`src/rtl/quick_spi_slave_pkg.sv`:
```
// Shared definitions for the quick_spi link: wire-order constants, slave FSM
// encoding and the word-reorder function used by both master and slave.
package quick_spi_slave_pkg;

    localparam bit LITTLE_ENDIAN = 1'b0;
    localparam bit BIG_ENDIAN    = 1'b1;
    localparam bit LSB_FIRST     = 1'b0;
    localparam bit MSB_FIRST     = 1'b1;

    // Widest word the reorder helper can handle.
    localparam int MAX_W = 128;

    typedef enum logic [1:0] {
        WAIT_IDLE = 2'd0,
        IDLE      = 2'd1,
        ACTIVE    = 2'd2
    } state_t;

    // Maps a data word to wire order (first wire bit at [width-1]). The mapping
    // is its own inverse, so the same call turns a received shift register back
    // into a data word.
    function automatic logic [MAX_W-1:0] reorder_word(input logic [MAX_W-1:0] din,
                                                      input int width,
                                                      input bit bytes_order,
                                                      input bit bits_order);
        logic [MAX_W-1:0] dout;
        int k, j, b, t;
        dout = '0;
        for (int p = 0; p < MAX_W; p++) begin
            if (p < width) begin
                k = p / 8;
                j = p % 8;
                b = (bytes_order == BIG_ENDIAN) ? (width / 8 - 1 - k) : k;
                t = (bits_order == MSB_FIRST) ? (7 - j) : j;
                dout[width - 1 - p] = din[8 * b + t];
            end
        end
        return dout;
    endfunction

endpackage

```
`src/rtl/quick_spi_sync.sv`:
```
// Two-flop synchroniser for one asynchronous pin, with rise/fall strobes taken
// from the synchronised level against its previous value.
module quick_spi_sync (
    input  logic clk,
    input  logic reset_n,
    input  logic d,
    output logic q,
    output logic rise,
    output logic fall
);

    logic [2:0] stage_q, stage_d;

    always_comb begin
        stage_d = {stage_q[1:0], d};
    end

    always_ff @(posedge clk or negedge reset_n) begin
        if (!reset_n) stage_q <= '0;
        else          stage_q <= stage_d;
    end

    assign q    = stage_q[1];
    assign rise = stage_q[1] & ~stage_q[2];
    assign fall = ~stage_q[1] & stage_q[2];

endmodule

```
`src/rtl/quick_spi_slave.sv`:
```
// SPI responder: oversamples sclk/ss_n/mosi in the clk domain, deserialises
// mosi into words and serialises a word captured at frame start onto miso.
module quick_spi_slave
    import quick_spi_slave_pkg::*;
#(
    parameter int INCOMING_DATA_WIDTH = 8,
    parameter int OUTGOING_DATA_WIDTH = 8,
    parameter bit CPOL                = 1'b0,
    parameter bit CPHA                = 1'b0,
    parameter bit BYTES_ORDER         = LITTLE_ENDIAN,
    parameter bit BITS_ORDER          = LSB_FIRST
) (
    input  logic                           clk,
    input  logic                           reset_n,
    input  logic                           enable,
    input  logic                           sclk,
    input  logic                           ss_n,
    input  logic                           mosi,
    output logic                           miso,
    output logic                           miso_oe,
    input  logic [OUTGOING_DATA_WIDTH-1:0] outgoing_data,
    output logic [INCOMING_DATA_WIDTH-1:0] incoming_data,
    output logic                           data_valid,
    output logic                           start_of_transaction,
    output logic                           end_of_transaction,
    output logic                           busy
);

    localparam int IW  = INCOMING_DATA_WIDTH;
    localparam int OW  = OUTGOING_DATA_WIDTH;
    localparam int RCW = $clog2(IW);
    localparam int TCW = $clog2(OW + 1);

    logic sclk_rise, sclk_fall, unused_sclk_lvl;
    logic ss_s, ss_rise, ss_fall;
    logic mosi_s, unused_mosi_rise, unused_mosi_fall;

    quick_spi_sync u_sync_sclk (.clk(clk), .reset_n(reset_n), .d(sclk), .q(unused_sclk_lvl),
                                .rise(sclk_rise), .fall(sclk_fall));
    quick_spi_sync u_sync_ss   (.clk(clk), .reset_n(reset_n), .d(ss_n), .q(ss_s),
                                .rise(ss_rise), .fall(ss_fall));
    quick_spi_sync u_sync_mosi (.clk(clk), .reset_n(reset_n), .d(mosi), .q(mosi_s),
                                .rise(unused_mosi_rise), .fall(unused_mosi_fall));

    logic lead_edge, trail_edge, sample_edge, shift_edge;

    assign lead_edge   = CPOL ? sclk_fall : sclk_rise;
    assign trail_edge  = CPOL ? sclk_rise : sclk_fall;
    assign sample_edge = CPHA ? trail_edge : lead_edge;
    assign shift_edge  = CPHA ? lead_edge : trail_edge;

    state_t          state_q, state_d;
    logic [OW-1:0]   tx_shift_q, tx_shift_d;
    logic [IW-1:0]   rx_shift_q, rx_shift_d, rx_next;
    logic [TCW-1:0]  tx_cnt_q, tx_cnt_d;
    logic [RCW-1:0]  rx_cnt_q, rx_cnt_d;
    logic            first_q, first_d;
    logic [IW-1:0]   incoming_q, incoming_d;
    logic            dv_q, dv_d, sot_q, sot_d, eot_q, eot_d;

    always_comb begin
        state_d    = state_q;
        tx_shift_d = tx_shift_q;
        rx_shift_d = rx_shift_q;
        tx_cnt_d   = tx_cnt_q;
        rx_cnt_d   = rx_cnt_q;
        first_d    = first_q;
        incoming_d = incoming_q;
        dv_d       = 1'b0;
        sot_d      = 1'b0;
        eot_d      = 1'b0;
        rx_next    = {rx_shift_q[IW-2:0], mosi_s};
        case (state_q)
            WAIT_IDLE: begin
                if (ss_s) state_d = IDLE;
            end
            IDLE: begin
                if (ss_fall) begin
                    if (enable) begin
                        tx_shift_d = OW'(reorder_word(MAX_W'(outgoing_data), OW, BYTES_ORDER, BITS_ORDER));
                        tx_cnt_d   = '0;
                        rx_cnt_d   = '0;
                        first_d    = 1'b1;
                        sot_d      = 1'b1;
                        state_d    = ACTIVE;
                    end else begin
                        state_d = WAIT_IDLE;
                    end
                end
            end
            ACTIVE: begin
                // Deselect wins over any coincident sclk edge or completing word.
                if (ss_rise) begin
                    eot_d   = 1'b1;
                    state_d = IDLE;
                end else begin
                    if (sample_edge) begin
                        rx_shift_d = rx_next;
                        if (rx_cnt_q == RCW'(IW - 1)) begin
                            rx_cnt_d   = '0;
                            incoming_d = IW'(reorder_word(MAX_W'(rx_next), IW, BYTES_ORDER, BITS_ORDER));
                            dv_d       = 1'b1;
                        end else begin
                            rx_cnt_d = rx_cnt_q + 1'b1;
                        end
                    end
                    if (shift_edge) begin
                        // CPHA=1: the first leading edge only presents bit 0.
                        if (CPHA && first_q) begin
                            first_d = 1'b0;
                        end else if (tx_cnt_q != TCW'(OW)) begin
                            tx_shift_d = {tx_shift_q[OW-2:0], 1'b0};
                            tx_cnt_d   = tx_cnt_q + 1'b1;
                        end
                    end
                end
            end
            default: state_d = WAIT_IDLE;
        endcase
    end

    always_ff @(posedge clk or negedge reset_n) begin
        if (!reset_n) begin
            state_q    <= WAIT_IDLE;
            tx_shift_q <= '0;
            rx_shift_q <= '0;
            tx_cnt_q   <= '0;
            rx_cnt_q   <= '0;
            first_q    <= 1'b0;
            incoming_q <= '0;
            dv_q       <= 1'b0;
            sot_q      <= 1'b0;
            eot_q      <= 1'b0;
        end else begin
            state_q    <= state_d;
            tx_shift_q <= tx_shift_d;
            rx_shift_q <= rx_shift_d;
            tx_cnt_q   <= tx_cnt_d;
            rx_cnt_q   <= rx_cnt_d;
            first_q    <= first_d;
            incoming_q <= incoming_d;
            dv_q       <= dv_d;
            sot_q      <= sot_d;
            eot_q      <= eot_d;
        end
    end

    assign busy                 = (state_q == ACTIVE);
    assign miso_oe              = busy;
    assign miso                 = (busy && (tx_cnt_q != TCW'(OW))) ? tx_shift_q[OW-1] : 1'b0;
    assign incoming_data        = incoming_q;
    assign data_valid           = dv_q;
    assign start_of_transaction = sot_q;
    assign end_of_transaction   = eot_q;

endmodule

```
`config.mk`:
```
export PLATFORM = sky130hd
export DESIGN_NAME = quick_spi_slave
export DESIGN_NICKNAME = d
export VERILOG_FILES = /design/src/rtl/quick_spi_slave_pkg.sv /design/src/rtl/quick_spi_sync.sv /design/src/rtl/quick_spi_slave.sv
export SDC_FILE = /design/constraint.sdc
export NUM_CORES = 1
export LEC_CHECK = 0
export CORE_ASPECT_RATIO = 1.4
export CORE_UTILIZATION = 53
export DETAILED_ROUTE_END_ITERATION = 16
export HOLD_SLACK_MARGIN = 0.06
export PLACE_DENSITY = 0.78
export SETUP_SLACK_MARGIN = 0.1
export SYNTH_ARGS = -nofsm -noshare
export SYNTH_HDL_FRONTEND = slang
export SYNTH_SLANG_ARGS = --single-unit
```
`constraint.sdc`:
```
create_clock -name clk -period 1.75 [get_ports clk]
set_input_delay 0.35 -clock clk [delete_from_list [all_inputs] [get_ports clk]]
set_output_delay 0.35 -clock clk [all_outputs]
set_load 0.02 [all_outputs]
```
# ---- Word-level counts from Yosys, hierarchy flattened
# Cells that the tools add are included.
dict set report classes {
  reduce_logical 8
  addsub 2
  bitwise 9
  n_eq_ne 12
  muxes 33
}
# operator n
set ops {}
lappend ops {{8-bit 2-to-1 mux} 5}
lappend ops {{4-bit 2-to-1 mux} 5}
lappend ops {{8-bit one-hot mux with 2 select lines} 1}
lappend ops {{3-bit 2-to-1 mux} 5}
lappend ops {{1-bit 2-to-1 mux} 10}
lappend ops {{2-bit by 1-bit inequality test with 1-bit output, second input constant} 5}
lappend ops {{2-bit 2-to-1 mux} 4}
lappend ops {{4-bit one-hot mux with 2 select lines} 1}
lappend ops {{2-bit inequality test, second input constant} 3}
lappend ops {{2-bit one-hot mux with 3 select lines} 1}
lappend ops {{3-bit one-hot mux with 2 select lines} 1}
lappend ops {{3-bit AND reduction} 2}
lappend ops {{6-bit AND reduction} 1}
lappend ops {{1-bit inverter} 5}
lappend ops {{5-bit AND reduction} 1}
lappend ops {{4-bit by 1-bit adder with 4-bit output, second input constant} 1}
lappend ops {{1-bit bitwise AND} 4}
lappend ops {{4-bit inequality test, second input constant} 1}
lappend ops {{4-bit AND reduction} 1}
lappend ops {{3-bit by 1-bit adder with 3-bit output, second input constant} 1}
lappend ops {{3-bit equality test, second input constant} 1}
lappend ops {{2-bit by 1-bit equality test with 1-bit output, second input constant} 1}
lappend ops {{2-bit equality test, second input constant} 1}
lappend ops {{2-bit zero test} 1}
lappend ops {{other kinds (2)} 2}
dict set report word_totals {
  out_inout_bits 14
  input_bits 14
  register_bits 43
}

# ---- Longest topological paths before layout
# Gate-level depths: netlist of run 1.
dict set report depth {
  word_depth 5
  ltp_mapped 7
  depth_no_buf 6
}

# ---- Modules after synthesis
# A second synthesis of run 1 with hierarchy kept.
dict set report hier_totals {
  cells_unflattened 129
  area_unflattened_um2 1893.1
}
# mod n_inst cells_per_inst seq_area_each_um2 area_per_inst_um2
set modules_own_cells {}
lappend modules_own_cells {quick_spi_slave 1 114 875.8 1622.8}
lappend modules_own_cells {quick_spi_sync 3 5 75.1 90.1}

# ---- Least setup slack after synthesis of run 1
# No wires, ideal clock.
dict set report synth_timing {
  path_type {register to output}
  start {register state_q[0]}
  end {output port miso}
  arrival_time_ns 1.235
  stages_incl_launch_ff 6
  path_buffers 2
  setup_slack_ns 0.165
  required_time_ns 1.400
  path_cell_list {dfrtp_1 -> nand2b_4 -> buf_6 -> clkinv_8 -> buf_2 -> and3_1}
}
dict set report synth_via {
  elab_chain_len 3
}
# item line_no
set synth_rtl {}
lappend synth_rtl {{start: declaration} quick_spi_slave.sv:52} ;# state_t state_q, state_d;
lappend synth_rtl {{start signal: assignment} quick_spi_slave.sv:135} ;# state_q <= state_d;
lappend synth_rtl {{2-bit equality test} quick_spi_slave.sv:148} ;# assign busy = (state_q == ACTIVE);
lappend synth_rtl {{via busy} quick_spi_slave.sv:26} ;# output logic busy
lappend synth_rtl {{1-bit logical AND} quick_spi_slave.sv:150} ;# assign miso = (busy && (tx_cnt_q != TCW'(OW))) ? tx_shift_q[OW-1] : 1'b0;
lappend synth_rtl {{1-bit 2-to-1 mux} quick_spi_slave.sv:150}
lappend synth_rtl {{end: declaration} quick_spi_slave.sv:19} ;# output logic miso,
# The timed path passes the listed nets, and every way through them passes these cells.

# ---- Worst setup path after layout of run 1
dict set report layout_timing {
  start {register tx_cnt_q[0]}
  end {output port miso}
}
dict set report layout_via {
  elab_chain_len 3
}
# item line_no
set layout_rtl {}
lappend layout_rtl {{start: declaration} quick_spi_slave.sv:55} ;# logic [TCW-1:0] tx_cnt_q, tx_cnt_d;
lappend layout_rtl {{start signal: assignment} quick_spi_slave.sv:138} ;# tx_cnt_q <= tx_cnt_d;
lappend layout_rtl {{4-bit inequality test} quick_spi_slave.sv:150}
lappend layout_rtl {{1-bit logical AND} quick_spi_slave.sv:150}
lappend layout_rtl {{1-bit 2-to-1 mux} quick_spi_slave.sv:150}
# No other way between the ends.

==> results by group, run 1 <==
Final layout
  • FF/Latch Area: 1080 µm²
  • Area of the multi-input gates: 707 µm²
  • # nets final: 196
  • Commonest non-fill, non-tap cell in the layout: dfrtp_1
  • Fill count: 228
  • Most frequent cells in the layout: dfrtp_1, clkdlybuf4s50_1, buf_4, mux2_4, o22ai_1
  • Area Growth Syn to Fin: 30.6%
  • Layout cells sized above 1: 0.315
  • Ant diodes: 0

Yosys
  • Ys flop type: dfrtp_1
  • Yosys reg bits: 43
  • Cell Area, Synth: 1850 µm²
  • Syn Inst Count: 130
  • Async set-reset flop share out of synthesis: 1.00
  • Sequential area share after synthesis: 0.580
  • Syn Nets: 148
  • Number of synthesized flops with an enable pin: 0
  • YS warnings: 0
  • Synth Area per Inst: 14.3 µm²
  • Post-synthesis cell type count: 38

CTS
  • Root buf cell: clkbuf_8
  • CTS sink cnt: 43
  • CTS Buf Count: 5
  • CTS tree: yes
  • CTS max path bufs: 2
  • H-tree Lvls: 2
  • Worst-path clk slew: 0.08 ns
  • Worst-Skew Late Latency: 0.29 ns

Route
  • Drc violations: 0
  • DRT iter0 DRCs: 42
  • Pre-antenna DRT Iters: 4
  • Routed WL per cell: 15.4 µm
  • Final ANT Viol Nets: 0
  • DRT Wirelength: 3360 µm
  • Via count: 1211
  • Vias/cell: 5.56

Critical path
  • Critical path class: flop to output pin
  • Crit Path Max Fanout: 2
  • Critical Path Start Type: flop
  • Crit end category: output pin
  • WP data required: 1.40 ns
  • Crit path arrival time: 1.32 ns

Global routing
  • Initial antenna violation count: 0
  • Grt ovf: 0
  • Global-route track usage on met2: 0.373
  • Global-route wire length before repair: 5660 µm
  • Met3 GRT Util: 0.0587
  • Met1 usage: 0.227
  • GRT Max-Usage Layer: met2
  • Total Routing Usage GR: 0.211
  • Largest net degree at the start of global routing: 24
  • Number of global-route vias before repair: 1250

Power and ir drop
  • Gate power share: 0.128
  • Seq pwr share: 0.530
  • Switching Share: 0.228
  • Clock power share: 0.341
  • Power per standard cell area: 892 nW/µm²
  • Switching power total: 0.000493 W
  • Internal power: 0.00167 W
  • Leak: 1.21 nW
  • Total Power: 0.00216 W
  • Peak VDD IR: 0.867 mV

Place
  • Routability cong.: 0.778
  • DP HPWL: 2490 µm
  • Port Buf Inserts: 27

Flow run
  • Max-cap violations: 0

Timing
  • RSZ-0062 raised after global routing: yes
  • Setup violators final: 0
  • Max-slew violation count: 0
  • Clock skew: 0.00337 ns
  • Fin. Hold Viols: 0
  • Hold slack: 0.354 ns
  • Worst slew pin tran: 0.479 ns
  • Final Cycle Share: 0.954
  • Tmin final: 1.67 ns
  • Fmax: 599 MHz
  • Slew headroom: 0.681

Worst hold path
  • Hold Path Class: flop to flop

Die
  • Die area: 3740 µm²
  • Die Ht: 72.0 µm
  • Die width: 52.0 µm
  • Core area: 3350 µm²
  • Boundary Pins: 28
  • Site Rows: 25
  • Initial core utilization: 0.554

Outcome
  • Status: complete, no violations
## power by group through the flow
stage | Sequential (W) | Clock (W) | Combinational [W]
final | 0.00114 | 0.000737 | 0.000277
after global routing | 0.00115 | 0.000805 | 0.000301
after CTS | 0.00114 | 0.000759 | 0.000274
after detailed placement | 0.00116 | 0 | 0.000273
after global placement | 0.00116 | 0 | 0.000262
after floorplan | 0.00115 | 0 | 0.000162
## cells in the mapped netlist (2+ instances only)
library cell / instances / area [µm²]
nor2_1: 3 / 11.3
nor2b_1: 2 / 12.5
ha_1: 4 / 50.1
nand3b_1: 2 / 15.0
inv_1: 6 / 22.5
o22ai_1: 8 / 50.1
nand2b_1: 2 / 12.5
mux2_2: 7 / 78.8
nor3_1: 2 / 10.0
mux2_4: 10 / 150
a21oi_1: 2 / 10.0
nand2_1: 2 / 7.51
a2bb2oi_1: 6 / 52.6
nand3_1: 4 / 20.0
o21ai_0: 5 / 25.0
dfrtp_1: 43 / 1080
## stage by stage
stage	util	area (µm²)	instances	TNS (ns)	worst slack (ns)
floorplan	-	1850	130	0	0.165
finish	0.723	2420	218	0	0.0797
detailed placement	0.675	2260	209	-0.110	-0.0523
CTS	0.713	2390	218	0	0.0500
global placement	0.675	2260	209	-0.0137	-0.0137
global route	0.723	2420	218	0	0.0345
## kinds of logic after synthesis
logic type | Yosys count | synth area share
flip-flops | 43 | 0.580
AO/OA/AOI/OAI | 30 | 0.134
AND/OR/NAND/NOR | 24 | 0.0877
multiplexers | 17 | 0.123
buffers and inverters | 12 | 0.0479
adder cells (fa/ha/maj) | 4 | 0.0270
## per-layer routing
layer,part of all wire,vias to the layer above
li1,-,562
met2,0.55,36
met4,0.019,0
met5,0,-
met3,0.047,8
met1,0.39,605
## layout make-up
type / instances / share of cell area
multi-input cells: 75 / 0.292
clock inverters: 2 / 0.0155
flip-flops and latches: 43 / 0.444
repair buffers: 45 / 0.180
well taps: 40 / 0.0207
inverters: 8 / 0.0186
clock buffers: 5 / 0.0284
## worst paths after layout
path | from | endpoint | slack, ns | cells after the start
worst max-delay path | tx_cnt_q[0] | miso | 0.08 | 5
max in group asynchronous | reset_n | u_sync_sclk.stage_q[1] | 0.73 | 3
worst min-delay path | u_sync_mosi.stage_q[0] | u_sync_mosi.stage_q[1] | 0.35 | 0
worst max register to register | state_q[0] | rx_shift_q[1] | 0.13 | 6
worst min register to register | u_sync_mosi.stage_q[0] | u_sync_mosi.stage_q[1] | 0.35 | 0
min in group asynchronous | reset_n | data_valid | 0.54 | 2
## worst max-delay path, stage by stage (launching register included)
cell	delay [ns]
dfrtp_1	0.39
inv_2	0.09
ha_4	0.13
nand3b_1	0.10
and3_1	0.19
buf_6	0.13
## timing repair
item                                    in CTS  in global routing
pin swaps                                    0                  1
endpoints found under the setup margin      11                 19
gates resized for setup                      8                  9
hold buffers                                 1                  0
hold endpoints to repair                    20                  0
buffers inserted                             1                  0
## registers in the layout, indices dropped and copies added, names as in the netlist
signal and flops:
incoming_data 8, rx_shift_q 7, tx_shift_q 8, tx_cnt_q 4, u_sync_sclk.stage_q 3, u_sync_ss.stage_q 3
u_sync_mosi.stage_q 2, data_valid 1, state_q 2, rx_cnt_q 3, start_of_transaction 1, end_of_transaction 1
Power figures use the tool's default switching activity.
==> inputs of run 2 (changes only) <==
Settings changed: ABC_AREA set to 1, CTS_CLUSTER_DIAMETER set to 40.
==> results by group, run 2 <==
Power and ir drop
  • Power per standard cell area: 1010 nW/µm² (was 892 nW/µm²)
  • Peak VDD IR: 0.762 mV (was 0.867 mV)
  • Leak: 1.24 nW (was 1.21 nW)

CTS
  • CTS max path bufs: 2 (unchanged)
  • CTS Buf Count: 5 (unchanged)
  • CTS sink cnt: 43 (unchanged)
  • Worst-Skew Late Latency: 0.30 ns (was 0.29 ns)
  • Worst-path clk slew: 0.09 ns (was 0.08 ns)
  • CTS tree: yes (unchanged)
  • H-tree Lvls: 2 (unchanged)
  • Root buf cell: clkbuf_8 (unchanged)

Final layout
  • Most frequent cells in the layout: nand2_1, dfrtp_1, clkdlybuf4s50_1, inv_1, nand3_1 (was dfrtp_1, clkdlybuf4s50_1, buf_4, mux2_4, o22ai_1)
  • Fill count: 259 (was 228)
  • Ant diodes: 0 (unchanged)
  • # nets final: 269 (was 196)
  • Commonest non-fill, non-tap cell in the layout: nand2_1 (was dfrtp_1)
  • Area Growth Syn to Fin: 26.3% (was 30.6%)
  • Fin area: 2410 µm² (was 2420 µm²)
  • Layout cells sized above 1: 0.187 (was 0.315)

Timing
  • Final Cycle Share: 0.950 (was 0.954)
  • Setup TNS Final: 0 ns (unchanged)
  • RSZ-0062 raised after global routing: yes (unchanged)
  • Tmin final: 1.66 ns (was 1.67 ns)
  • Fin. Hold Viols: 0 (unchanged)
  • Worst slew pin tran: 0.417 ns (was 0.479 ns)
  • Slew headroom: 0.722 (was 0.681)
  • Clock skew: 0.00789 ns (was 0.00337 ns)
  • Fmax: 602 MHz (was 599 MHz)
  • Setup violators final: 0 (unchanged)
  • Max-slew violation count: 0 (unchanged)

Critical path
  • WP data required: 1.40 ns (about the same)
  • Critical Path Start Type: flop (unchanged)
  • WP buf/inv: 2 (unchanged)
  • CP max stage delay: 0.37 ns (was 0.39 ns)
  • CP cell instances: inv_1 > ha_1 > nand3_1 > nand2_1 > nor2_2 > buf_4 (was inv_2 > ha_4 > nand3b_1 > and3_1 > buf_6)
  • Crit end category: output pin (unchanged)
  • Crit Path Max Fanout: 2 (unchanged)
  • Delay-heaviest family, CP: flip-flops (unchanged)
  • Crit path arrival time: 1.31 ns (was 1.32 ns)
  • CP max stage cell: dfrtp_1 (unchanged)
  • Critical path class: flop to output pin (unchanged)

Yosys
  • YS warnings: 0 (unchanged)
  • Largest area contributor in the netlist: dfrtp_1 (unchanged)
  • Yosys reg bits: 43 (unchanged)
  • Synth Area per Inst: 9.14 µm² (was 14.3 µm²)
  • Async set-reset flop share out of synthesis: 1.00 (unchanged)
  • Share of the synthesized area in the top cell type: 0.564 (was 0.580)
  • Syn Inst Count: 209 (was 130)
  • Sequential area share after synthesis: 0.564 (was 0.580)
  • Syn Nets: 227 (was 148)
  • Synth area leaders: dfrtp_1, nand2_1, nand3_1 (was dfrtp_1, mux2_4, mux2_2)
  • Post-synthesis cell type count: 24 (was 38)
  • Commonest cells in the netlist: nand2_1, dfrtp_1, inv_1, nand3_1, nor2_1 (was dfrtp_1, mux2_4, o22ai_1)
  • Cell Area, Synth: 1910 µm² (was 1850 µm²)
  • Number of synthesized flops with an enable pin: 0 (unchanged)
  • Ys flop type: dfrtp_1 (unchanged)
  • Most common cell in the synthesized netlist: nand2_1 (was dfrtp_1)

Global routing
  • Number of global-route vias before repair: 1377 (was 1250)
  • Total Routing Usage GR: 0.204 (was 0.211)
  • Largest net degree at the start of global routing: 28 (was 24)
  • Initial antenna violation count: 0 (unchanged)
  • Global-route wire length before repair: 5730 µm (was 5660 µm)
  • Grt ovf: 0 (unchanged)

Place
  • Cell Area, Placed: 2280 µm² (was 2260 µm²)
  • DP HPWL: 2430 µm (was 2490 µm)
  • Routability cong.: 0.790 (was 0.778)
  • Port Buf Inserts: 27 (unchanged)

Outcome
  • Status: complete, no violations (unchanged)

Route
  • Vias/cell: 5.09 (was 5.56)
  • Via count: 1486 (was 1211)
  • Pre-antenna DRT Iters: 4 (unchanged)
  • DRT iter0 DRCs: 37 (was 42)
  • Final ANT Viol Nets: 0 (unchanged)
  • Drc violations: 0 (unchanged)
  • Routed WL per cell: 11.8 µm (was 15.4 µm)
  • DRT Wirelength: 3440 µm (was 3360 µm)

Die
  • Core area: 3410 µm² (was 3350 µm²)
  • Die width: 52.7 µm (was 52.0 µm)
  • Site Rows: 25 (unchanged)
  • Die Ht: 73.0 µm (was 72.0 µm)
  • Initial core utilization: 0.560 (was 0.554)
  • Boundary Pins: 28 (unchanged)
  • Die area: 3850 µm² (was 3740 µm²)

Worst hold path
  • Hold Path Class: flop to flop (unchanged)

Flow run
  • Max-cap violations: 0 (unchanged)
-- run 2: cell count changes after synthesis, sizes merged, moves of 3 or more --
cell     change
nor2         +8
nand3       +12
inv         +10
buf          +4
a2bb2oi      -7
mux2        -17
nand2b       -3
nand2       +85
o21ai        +9
o22ai        -7
-- run 2: kinds of logic (layout without fill, tap and decap cells) --
| family | count (synthesis) | count (layout) | synth area share |
|---|---|---|---|
| buf+inv | 25 | 68 | 0.0668 |
| simple gates | 120 | 120 | 0.280 |
| xor+xnor | 1 | 1 | 0.00459 |
| compound gates | 16 | 16 | 0.0583 |
| flops | 43 | 43 | 0.564 |
| fa+ha+maj | 4 | 4 | 0.0262 |
-- run 2: report_power, final --
| group | switching, W | internal [W] | total [W] |
|---|---|---|---|
| registers | 0.0000889 | 0.00114 | 0.00123 |
| clock network | 0.000361 | 0.000285 | 0.000646 |
| logic | 0.000330 | 0.000240 | 0.000570 |
-- run 2: through the flow --
| stage | setup slack, ns | utilization | hold WS [ns] | instances | power (W) |
|---|---|---|---|---|---|
| final | 0.0876 | 0.708 | 0.350 | 292 | 0.00244 |
| after global routing | 0.0168 | 0.708 | 0.362 | 292 | 0.00258 |
| after CTS | 0.0807 | 0.697 | 0.356 | 289 | 0.00243 |
| after detailed placement | -0.0289 | 0.668 | 0.305 | 280 | 0.00179 |
| after global placement | -0.00414 | 0.668 | 0.302 | 280 | 0.00177 |
| after floorplan | 0.331 | - | 0.0544 | 209 | 0.00159 |
-- run 2: final cells by class --
type                    instances  area, µm²  share of cell area
clock buffers                   5       68.8              0.0285
clock inverters                 3       25.0              0.0104
inverters                      17       63.8              0.0265
multi-input cells             141        713               0.296
flip-flops and latches         43       1080               0.446
well taps                      40       50.0              0.0207
repair buffers                 43        415               0.172
-- run 2: path summary, 6_finish.rpt --
check                                  startpoint                endpoint  slack [ns]  cells after the start
max in group asynchronous                 reset_n  u_sync_sclk.stage_q[1]        0.77                      3
setup / recovery                      tx_cnt_q[0]                    miso        0.09                      6
hold reg to reg            u_sync_mosi.stage_q[0]  u_sync_mosi.stage_q[1]        0.35                      0
setup reg to reg                       state_q[1]           rx_shift_q[2]        0.27                      9
min in group asynchronous                 reset_n             rx_cnt_q[2]        0.51                      2
hold / removal             u_sync_mosi.stage_q[0]  u_sync_mosi.stage_q[1]        0.35                      0
-- run 2: per-layer routing --
metal | routed length [µm] | track usage | vias up | part of all wire
li1 | - | - | 734 | -
met1 | 1360 | 0.230 | 703 | 0.40
met2 | 1870 | 0.367 | 42 | 0.54
met3 | 153 | 0.0375 | 7 | 0.044
met4 | 55 | 0.0848 | 0 | 0.016
met5 | 0 | 0 | - | 0
-- run 2: worst register-to-register path: stages (launching register included) --
cell and delay (ns):
dfrtp_1 0.38, inv_2 0.08, nor2_4 0.14, buf_4 0.18, nand2_2 0.10, nor2_4 0.13
buf_4 0.18, inv_1 0.09, nand2_1 0.06, o21ai_1 0.05
-- run 2: repair_timing --
action                                  in CTS  in global routing
endpoints found under the hold margin       16                  0
resized for setup                            8                  6
buffers inserted                             0                  3
hold buffers                                 1                  0
pin swaps                                    0                  1
endpoints found under the setup margin       3                 14
